**src/rtl/seq_shift_add_mult_if.sv**
```systemverilog
// Operand/result bundle for the sequential shift-and-add multiplier.
// The requester drives start and the operands; the multiplier returns busy, done and product.
interface seq_shift_add_mult_if #(
  parameter int WIDTH = 8
);
  logic                 start;
  logic                 signed_mode;
  logic [WIDTH-1:0]     a;
  logic [WIDTH-1:0]     b;
  logic                 busy;
  logic                 done;
  logic [2*WIDTH-1:0]   product;

  modport master (
    output start, signed_mode, a, b,
    input  busy, done, product
  );

  modport slave (
    input  start, signed_mode, a, b,
    output busy, done, product
  );
endinterface

```
**src/rtl/seq_shift_add_mult.sv**
```systemverilog
// Iterative shift-and-add multiplier, one partial product per clock.
// Signed mode folds the multiplier's sign bit in by subtracting the last partial product,
// so the 2*WIDTH accumulator always holds the exact two's complement result.
//
// state | meaning
// IDLE  | waiting for start; operands latched on acceptance
// RUN   | one iteration per cycle, counter 0..WIDTH-1
// FIN   | accumulator copied to product, done pulses on the following cycle
module seq_shift_add_mult #(
  parameter  int WIDTH = 8,
  localparam int CNT_W = $clog2(WIDTH + 1)
) (
  input  logic                clk,
  input  logic                rst,
  seq_shift_add_mult_if.slave bus
);

  typedef enum logic [1:0] {
    IDLE = 2'd0,
    RUN  = 2'd1,
    FIN  = 2'd2
  } state_t;

  localparam logic [CNT_W-1:0] LAST = CNT_W'(WIDTH - 1);

  state_t               state_q, state_d;
  logic [CNT_W-1:0]     cnt_q;
  logic [2*WIDTH-1:0]   acc_q;
  logic [2*WIDTH-1:0]   mcand_q;   // extended multiplicand, pre-shifted by the iteration index
  logic [WIDTH-1:0]     mplier_q;  // multiplier, shifted right so bit 0 is the current bit
  logic                 sm_q;
  logic                 done_q;
  logic [2*WIDTH-1:0]   product_q;
  logic                 last_iter;

  assign last_iter   = (cnt_q == LAST);
  assign bus.busy    = (state_q != IDLE);
  assign bus.done    = done_q;
  assign bus.product = product_q;

  // State register
  always_ff @(posedge clk) begin
    if (rst) state_q <= IDLE;
    else     state_q <= state_d;
  end

  // Next-state decode
  always_comb begin
    state_d = state_q;
    unique case (state_q)
      IDLE:    if (bus.start) state_d = RUN;
      RUN:     if (last_iter) state_d = FIN;
      FIN:     state_d = IDLE;
      default: state_d = IDLE;
    endcase
  end

  // Datapath: operand capture, accumulate/shift per iteration, result and done registers
  always_ff @(posedge clk) begin
    if (rst) begin
      cnt_q     <= '0;
      acc_q     <= '0;
      mcand_q   <= '0;
      mplier_q  <= '0;
      sm_q      <= 1'b0;
      done_q    <= 1'b0;
      product_q <= '0;
    end else begin
      done_q <= (state_q == FIN);
      case (state_q)
        IDLE: begin
          if (bus.start) begin
            mcand_q  <= {{WIDTH{bus.signed_mode & bus.a[WIDTH-1]}}, bus.a};
            mplier_q <= bus.b;
            sm_q     <= bus.signed_mode;
            acc_q    <= '0;
            cnt_q    <= '0;
          end
        end
        RUN: begin
          if (mplier_q[0]) begin
            // the multiplier's sign bit carries weight -2^(WIDTH-1)
            if (sm_q && last_iter) acc_q <= acc_q - mcand_q;
            else                   acc_q <= acc_q + mcand_q;
          end
          mcand_q  <= mcand_q << 1;
          mplier_q <= mplier_q >> 1;
          cnt_q    <= cnt_q + CNT_W'(1);
        end
        FIN: product_q <= acc_q;
        default: ;
      endcase
    end
  end

endmodule

```
**src/flat_wrapper.sv**
```systemverilog
// flat-port wrapper written by rule: the top's interface ports become plain ports
module seq_shift_add_mult_flat 
#(
  parameter  int WIDTH = 8,
  localparam int CNT_W = $clog2(WIDTH + 1)
)
  (clk, rst, bus_start, bus_signed_mode, bus_a, bus_b, bus_busy, bus_done, bus_product);
  seq_shift_add_mult_if #(.WIDTH(WIDTH)) bus_i ();
  input  logic clk;
  input  logic rst;
  input wire logic [$bits(bus_i.start)-1:0] bus_start;
  input wire logic [$bits(bus_i.signed_mode)-1:0] bus_signed_mode;
  input wire logic [$bits(bus_i.a)-1:0] bus_a;
  input wire logic [$bits(bus_i.b)-1:0] bus_b;
  output wire logic [$bits(bus_i.busy)-1:0] bus_busy;
  output wire logic [$bits(bus_i.done)-1:0] bus_done;
  output wire logic [$bits(bus_i.product)-1:0] bus_product;
  assign bus_i.start = bus_start;
  assign bus_i.signed_mode = bus_signed_mode;
  assign bus_i.a = bus_a;
  assign bus_i.b = bus_b;
  assign bus_busy = bus_i.busy;
  assign bus_done = bus_i.done;
  assign bus_product = bus_i.product;
  seq_shift_add_mult #(.WIDTH(WIDTH)) u_core (.clk(clk), .rst(rst), .bus(bus_i));
endmodule
```
**config.mk**
```make
export PLATFORM = sky130hd
export DESIGN_NAME = seq_shift_add_mult_flat
export DESIGN_NICKNAME = d
export VERILOG_FILES = /design/src/rtl/seq_shift_add_mult_if.sv /design/src/rtl/seq_shift_add_mult.sv /design/src/flat_wrapper.sv
export SDC_FILE = /design/constraint.sdc
export NUM_CORES = 1
export LEC_CHECK = 0
export CAP_MARGIN = 20
export CORE_UTILIZATION = 53
export DETAILED_ROUTE_END_ITERATION = 8
export GPL_ROUTABILITY_DRIVEN = 0
export PLACE_DENSITY = 0.76
export SKIP_LAST_GASP = 1
export SLEW_MARGIN = 20
export SYNTH_ARGS = -nofsm -noshare
export SYNTH_HDL_FRONTEND = slang
export SYNTH_SLANG_ARGS = --single-unit
export TNS_END_PERCENT = 5
```
**constraint.sdc**
```tcl
create_clock -name clk -period 9.15 [get_ports clk]
set_clock_uncertainty 0.1 [all_clocks]
set_input_delay 0.915 -clock clk [delete_from_list [all_inputs] [get_ports clk]]
set_output_delay 0.915 -clock clk [all_outputs]
set_load 0.005 [all_outputs]
```
After elaboration in Yosys (flattened, before gate mapping)
Cells that the tools add are included.
- bits of input ports: 20
- output and inout bits: 18
- word-level logic and storage cells: 39
- flip-flop bits (word level): 64
- mux-type cells: 13
- add/sub/neg operators: 3
- bitwise gates (word level): 1
- reduce and logical (&&, ||, !) cells: 8
- equality and inequality tests: 6
- operators by type and width (cell ; count):
    $mux 16 ; 4
    $pmux 16 s2 ; 2
    $add 16x16->16 ; 1
    $pmux 8 s2 ; 1
    $sub 16x16->16 ; 1
    $mux 8 ; 1
    $pmux 4 s2 ; 1
    $reduce_and 2->1 ; 3
    $add 4x1->4 const B ; 1
    $eq 4x3->1 const B ; 1
    $mux 2 ; 2
    $mux 4 ; 1
    $ne 2x1->1 const B ; 2
    $pmux 2 s2 ; 1
    $reduce_bool 2->1 ; 2
    $reduce_and 3->1 ; 1
    $eq 2x1->1 const B ; 1
    $eq 2x2->1 const B ; 1
    $logic_not 2->1 ; 1
    $ne 2x2->1 const B ; 1
    $and 1x1->1 ; 1
    $logic_and 1x1->1 ; 1

Logic depth before layout (Yosys ltp)
Gate-level depths: netlist (run 1).
- depth in word-level cells: 5
- gate-level depth with buffers: 14
- depth with buffers taken out: 14

Worst setup path after synthesis (run 1)
No wires, ideal clock.
- path kind: register -> register
- start point: register u_core.cnt_q[0]
- end point: register u_core.acc_q[12]
- period minus slack after synthesis: 3.040 ns
- arrival: 2.823 ns
- cell stages (with the launch flop): 15
- setup time: 0.117 ns
- path slack: 6.110 ns
- path buffers: 1
- required time: 8.933 ns
- cell sequence: dfxtp_1 ha_1 nand3b_1 or2_2 clkbuf_1 nor2_1 a21oi_1 fa_1 a21o_1 nand3_1 a31oi_1 a221o_1 a21oi_1 xnor2_1 a22o_1
- cells in the longest elaborated chain, start to end: 5
- RTL lines (element ; line ; text):
    start, declared ; seq_shift_add_mult.sv:27 ; logic [CNT_W-1:0] cnt_q;
    start signal, assigned ; seq_shift_add_mult.sv:88 ; cnt_q <= cnt_q + CNT_W'(1);
    $eq 4x3->1 ; seq_shift_add_mult.sv:36 ; assign last_iter = (cnt_q == LAST);
    $logic_and 1x1->1 ; seq_shift_add_mult.sv:83 ; if (sm_q && last_iter) acc_q <= acc_q - mcand_q;
    $mux 16 ; seq_shift_add_mult.sv:83 ;
    $mux 16 ; seq_shift_add_mult.sv:81 ; if (mplier_q[0]) begin
    $pmux 16 s2 ; seq_shift_add_mult.sv:70 ; case (state_q)
    end signal, assigned ; seq_shift_add_mult.sv:83 ;
    end signal, assigned ; seq_shift_add_mult.sv:84 ; else acc_q <= acc_q + mcand_q;
    end, declared ; seq_shift_add_mult.sv:28 ; logic [2*WIDTH-1:0] acc_q;
Every way passes these cells. The select of a mux whose other input is x is not followed.
A chain may end at the register's enable or synchronous reset.

Final worst setup path (run 1)
- start point: register u_core.cnt_q[0]
- end point: register u_core.acc_q[13]
The elaborated chain is that of the path after synthesis.

==> run metrics, run 1 <==
layout cells sized above 1 0.0613; post-cts gate resize count 0; max_slew headroom 0.298; Die Y 81.4 um; Rows 28; drc violations 0; GRT overflow 0; initial antenna violation count 0; total CTS buffers 9; Detailed Place HPWL 5.15 mm; Seq cells post-synth 64; Critical Path End Type register; critical-path maximum fanout 8; area growth from synthesis to layout 18.6%; number of global-route vias before repair 2,671; max frequency 294 MHz; Detail Route Antenna Nets 0; fin nets 490; CTS max path bufs 2; initial core utilization 0.557; # setup viols final 0; Setup TNS Final 0 ns; Synth area leader dfxtp_1; Die Footprint 0.00662 mm2; first-pass GRT wire length 12.2 mm; first drt pass iteration count 4; status complete, no violations; io pins 38; critical path launch point type register; Post-Route WL 7.29 mm; commonest non-fill, non-tap cell in the layout nand2_1; width of the die 81.4 um; Post-Syn Area per Cell 7.87 um2; Cells after Synth 424; critical path required time 9.30 ns; Hold Path Class reg -> reg; all-layer global routing usage 0.244; Ys Warns 0; setup bufs post-CTS 0; measured slew at the worst slew-check pin 1.05 ns; worst vdd ir 0.137 mV; Via-to-Cell Ratio 5.50; DRT iter0 DRCs 180; sequential area share after synthesis 0.384; Fin Hold WS 0.353 ns; synth top area cells dfxtp_1 (38%), nand2_1 (7.5%), a21oi_1 (7.5%); Period minus WS final 3.41 ns; H-tree depth 3; Skew-Pair Late Insertion Delay 0.36 ns; Final Hold Viols 0; Mapped Nets 462; vias 2,927; largest net degree at the start of global routing 59; Synth cell types 48; port buffer count 37; Power, Total 750 uW; period utilisation layout 0.372; WS Path Type reg -> reg; number of synthesized flops with an enable pin 0; unrepaired setup endpoints after global routing no; pwr dens 189 mW/mm2; Max Slew Vio Count 0; hold buffers post-CTS 0; Leakage 0.00156 uW; # diodes 0; CTS tree done; Max-cap violations 0; commonest non-fill, non-tap cells in the layout nand2_1 (67), dfxtp_1 (64), nor2_1 (61), a21oi_1 (50), clkdlybuf4s50_1 (36); clk slew on worst S/H paths 0.07 ns; Primary FF master, synth dfxtp_1; Synth Cell Area 0.00334 mm2; Yosys top cell area share 0.384; Clock Sinks 64; CP arrival 3.56 ns; DR WL/cell 13.7 um; CTS root buffer clkbuf_8; core area 0.00599 mm2; ys async rst share 0
[area by class of cell]
| type | count | area [um2] |
|---|---|---|
| Clock buffer | 10 | 128 |
| Fill cell | 514 | 2030 |
| Inverter | 11 | 41.3 |
| Clock inverter | 6 | 108 |
| Multi-Input combinational cell | 327 | 1930 |
| Tap cell | 75 | 93.8 |
| Sequential cell | 64 | 1280 |
| Timing Repair Buffer | 39 | 380 |
[cells in the mapped netlist, types with 6 or more instances]
cell type,n
dfxtp_1,64
clkbuf_1,20
a31oi_1,11
xnor2_1,13
a21oi_1,50
nand3_1,15
a22o_1,6
ha_1,17
nor4_1,12
a22oi_1,10
nor2_1,61
o21ai_0,10
nand2_1,67
xor2_1,12
inv_1,11
[final timing paths]
path | end | slack, ns | depth (start not counted) | from
worst max-delay path | u_core.acc_q[13] | 5.74 | 13 | u_core.cnt_q[0]
worst min register to register | u_core.bus.product[13] | 0.35 | 2 | u_core.bus.product[13]
worst min-delay path | u_core.bus.product[13] | 0.35 | 2 | u_core.bus.product[13]
worst max register to register | u_core.acc_q[13] | 5.74 | 13 | u_core.cnt_q[0]
[power by group]
part | internal [uW] | leakage, uW | switching [uW]
Clock | 180 | 0.000116 | 111
Sequential | 290 | 0.000520 | 12.3
Combinational | 67.9 | 0.000924 | 89.2
[sequential cells by signal, indices dropped and copies added (netlist names)]
| register | flops |
|---|---|
| u_core.acc_q | 16 |
| u_core.bus.product | 16 |
| u_core.mcand_q | 16 |
| u_core.mplier_q | 8 |
| u_core.cnt_q | 4 |
| u_core.state_q | 2 |
| u_core.bus.done | 1 |
| u_core.sm_q | 1 |
[kinds of logic (layout without fill, tap and decap cells)]
logic type / count (synthesis) / count (layout) / share of synthesized area
compound gates: 104 / 104 / 0.190
xor+xnor: 26 / 26 / 0.0705
fa+ha+maj: 18 / 18 / 0.0697
buf+inv: 33 / 66 / 0.0394
flops: 64 / 64 / 0.384
mux: 1 / 1 / 0.00300
simple gates: 178 / 178 / 0.243
[metal layers]
metal	vias to the layer above	track usage	routed length, um
met3	11	0.0449	265
met1	1334	0.306	3460
li1	1527	-	-
met5	-	0	0
met2	55	0.393	3440
met4	0	0.132	135
[through the flow]
step / utilization / area (um2) / worst slack (ns) / instances
after floorplan: - / 3340 / 6.11 / 424
after global placement: 0.621 / 3720 / 5.90 / 516
after detailed placement: 0.622 / 3720 / 5.79 / 516
after CTS: 0.661 / 3960 / 5.76 / 532
after global routing: 0.661 / 3960 / 5.44 / 532
final: 0.661 / 3960 / 5.74 / 532
[worst max-delay path, cell delays in order, from the launching register on]
cell and delay, ns:
dfxtp_1 0.37, ha_1 0.20, nand3b_1 0.15, nor2_1 0.45
a21oi_1 0.11, xnor2_1 0.16, ha_1 0.33, a21oi_1 0.29
o21ai_0 0.12, a21oi_1 0.30, o21ai_1 0.17, o22a_1 0.24
xor2_1 0.14, a22o_1 0.17
(Power assumes the default switching activity.)
==> run 2: changes to the inputs <==
==> constraint.sdc (replaced) <==
create_clock -name clk -period 3.5 [get_ports clk]
set_clock_uncertainty 0.1 [all_clocks]
set_input_delay 0.35 -clock clk [delete_from_list [all_inputs] [get_ports clk]]
set_output_delay 0.35 -clock clk [all_outputs]
set_load 0.005 [all_outputs]
==> run 2 against run 1 <==
  * Clock-buffer cell count grew 2
  * Wire length increased by 0.22%
  * Register-to-register slack lost 5.4 ns
  * Sequential share of layout area up 0.37 points
  * Final cell count is 0.56% higher
  * Total power grew 130%
  * Largest cell class unchanged
  * Largest power group unchanged
==> run metrics, run 2 (same netlist as run 1, synthesis figures left out) <==
initial antenna violation count 0 (unchanged); layout cells sized above 1 0.0652 (+0.00395); GRT overflow 0 (unchanged); Clock Sinks 64 (unchanged); number of global-route vias before repair 2,774 (+3.9%); Critical Path End Type register; combinational power share 0.236 (+0.027); port buffer count 37 (unchanged); DR WL/cell 13.7 um (-0.34%); critical-path maximum fanout 8 (unchanged); Skew-Pair Late Insertion Delay 0.35 ns (about the same); net load switching power 540 uW (+150%); fin nets 493 (+0.61%); initial core utilization 0.557 (unchanged); Leakage 0.00155 uW (-0.69%); # setup viols final 0 (unchanged); max frequency 312 MHz (+6.4%); all-layer global routing usage 0.252 (+0.00829); clock network power share 0.313 (-0.074); drc violations 0 (unchanged); width of the die 81.4 um (unchanged); # diodes 0 (unchanged); Detail Route Antenna Nets 0 (unchanged); first drt pass iteration count 4 (unchanged); critical path required time 3.64 ns (-5.66 ns); commonest non-fill, non-tap cells in the layout nand2_1 (67), dfxtp_1 (64), nor2_1 (61), a21oi_1 (50), clkdlybuf4s50_1 (36); Non-Filler Instances 535 (+0.56%); measured slew at the worst slew-check pin 1.07 ns (+0.0125 ns); Die Footprint 0.00662 mm2 (unchanged); Die Y 81.4 um (unchanged); unrepaired setup endpoints after global routing no; largest net degree at the start of global routing 59 (unchanged); Max-cap violations 0 (unchanged); H-tree depth 3 (unchanged); io pins 38 (unchanged); status complete, no violations; DRT iter0 DRCs 156 (-13%); Seq pwr share 0.452 (+0.049); Post-Route WL 7.31 mm (+0.22%); Final Hold Viols 0 (unchanged); Power, Total 1750 uW (+130%); pwr dens 447 mW/mm2 (+140%); CP arrival 3.34 ns (-0.22 ns); Hold Path Class reg -> reg; CP Cell Sequence ha_1 -> nand3b_1 -> or2_4 -> nor2_1 -> a21oi_1 -> fa_1 -> a21o_1 -> nand3_1 -> a31oi_1 -> a221o_1 -> a21oi_1 -> xnor2_1 -> a22o_1; crit-path max cell delay 0.44 ns (about the same); WS Path Type reg -> reg; CP bufs+invs 0 (unchanged); Detailed Place HPWL 5.21 mm (+1.3%); area growth from synthesis to layout 17.3%; worst vdd ir 0.278 mV (+100%); Max Slew Vio Count 0 (unchanged); total CTS buffers 9 (unchanged); Period minus WS final 3.20 ns (-0.205 ns); Crit path max-delay family compound AO/OA/AOI/OAI gates; core area 0.00599 mm2 (unchanged); sw frac 0.309 (+0.0258); commonest non-fill, non-tap cell in the layout nand2_1; vias 3,038 (+3.8%); CTS tree done; Placed Instances 519 (+0.58%); CTS root buffer clkbuf_8; final core occ 0.653 (-0.00752); max_slew headroom 0.290 (-0.00835); CTS max path bufs 2 (unchanged); Via-to-Cell Ratio 5.68 (+3.2%); first-pass GRT wire length 12.7 mm (+4.3%); clk slew on worst S/H paths 0.07 ns (about the same); Rows 28 (unchanged); critical path launch point type register; Slowest-stage cell, CP fa_1; Pint 1210 uW (+130%); period utilisation layout 0.915 (+0.542); Setup TNS Final 0 ns (unchanged); CP dominant cell by count a21oi_1
run 2: cell types whose count changed in the layout (fill, tap and decap cells not counted):
cell,before,now
buf_4,2,5
bufinv_16,3,0
clkbuf_1,1,2
clkbuf_8,9,10
clkinv_2,2,4
clkinvlp_4,1,0
or2_2,1,0
or2_4,0,1
run 2: per-layer routing:
| metal | share of wire | routed length, um | global-route usage | vias up |
|---|---|---|---|---|
| li1 | - | - | - | 1542 |
| met3 | 0.036 | 260 | 0.0506 | 20 |
| met2 | 0.45 | 3310 | 0.387 | 68 |
| met1 | 0.48 | 3510 | 0.325 | 1408 |
| met4 | 0.031 | 229 | 0.150 | 0 |
| met5 | 0 | 0 | 0 | - |
run 2: path summary, 6_finish.rpt:
path | from | endpoint | slack [ns] | cells past startpoint
hold / removal | u_core.bus.product[1] | u_core.bus.product[1] | 0.35 | 2
setup / recovery | u_core.cnt_q[0] | u_core.acc_q[12] | 0.30 | 13
setup reg to reg | u_core.cnt_q[0] | u_core.acc_q[12] | 0.30 | 13
hold reg to reg | u_core.bus.product[1] | u_core.bus.product[1] | 0.35 | 2
run 2: worst register-to-register path, cell delays in order (launching register included):
cell      delay, ns
dfxtp_1        0.39
ha_1           0.22
nand3b_1       0.16
or2_4          0.31
nor2_1         0.11
a21oi_1        0.08
fa_1           0.44
a21o_1         0.21
nand3_1        0.10
a31oi_1        0.15
a221o_1        0.38
a21oi_1        0.19
xnor2_1        0.08
a22o_1         0.17
run 2: through the flow:
step           worst slack (ns)  cell area [um2]  hold slack (ns)
6_report                  0.299             3910            0.353
5_1_grt                0.000128             3910            0.364
4_1_cts                   0.244             3910            0.356
2_1_floorplan             0.460             3340            0.336
3_5_place_dp              0.260             3740            0.347
3_3_place_gp              0.386             3740            0.342
run 2: area by class of cell:
class	count	area (um2)
repair buffers	42	403
clock inverters	4	20.0
fillers	538	2080
flip-flops and latches	64	1280
well taps	75	93.8
inverters	11	41.3
multi-input cells	327	1930
clock buffers	12	145
run 2: repair_timing:
item | in CTS | in global routing
setup endpoints to repair | 0 | 3
hold buffers | 0 | 0
resized for setup | 0 | 1
buffers inserted | 0 | 0
run 2: power by group through the flow:
stage          Combinational, uW  Sequential, uW  Clock (uW)
3_3_place_gp                 401             804           0
4_1_cts                      412             790         556
3_5_place_dp                 409             806           0
5_1_grt                      465             795         588
2_1_floorplan                324             796           0
6_report                     412             791         548
==> run 3: changes to the inputs <==
--- a/config.mk
+++ b/config.mk
@@ -5,7 +5,6 @@
 export SDC_FILE = /design/constraint.sdc
 export NUM_CORES = 1
 export LEC_CHECK = 0
-export CAP_MARGIN = 20
 export CORE_UTILIZATION = 53
 export DETAILED_ROUTE_END_ITERATION = 8
 export GPL_ROUTABILITY_DRIVEN = 0
==> results of run 3 <==
No change in the layout: final DEF, timing and power equal those of run 2.
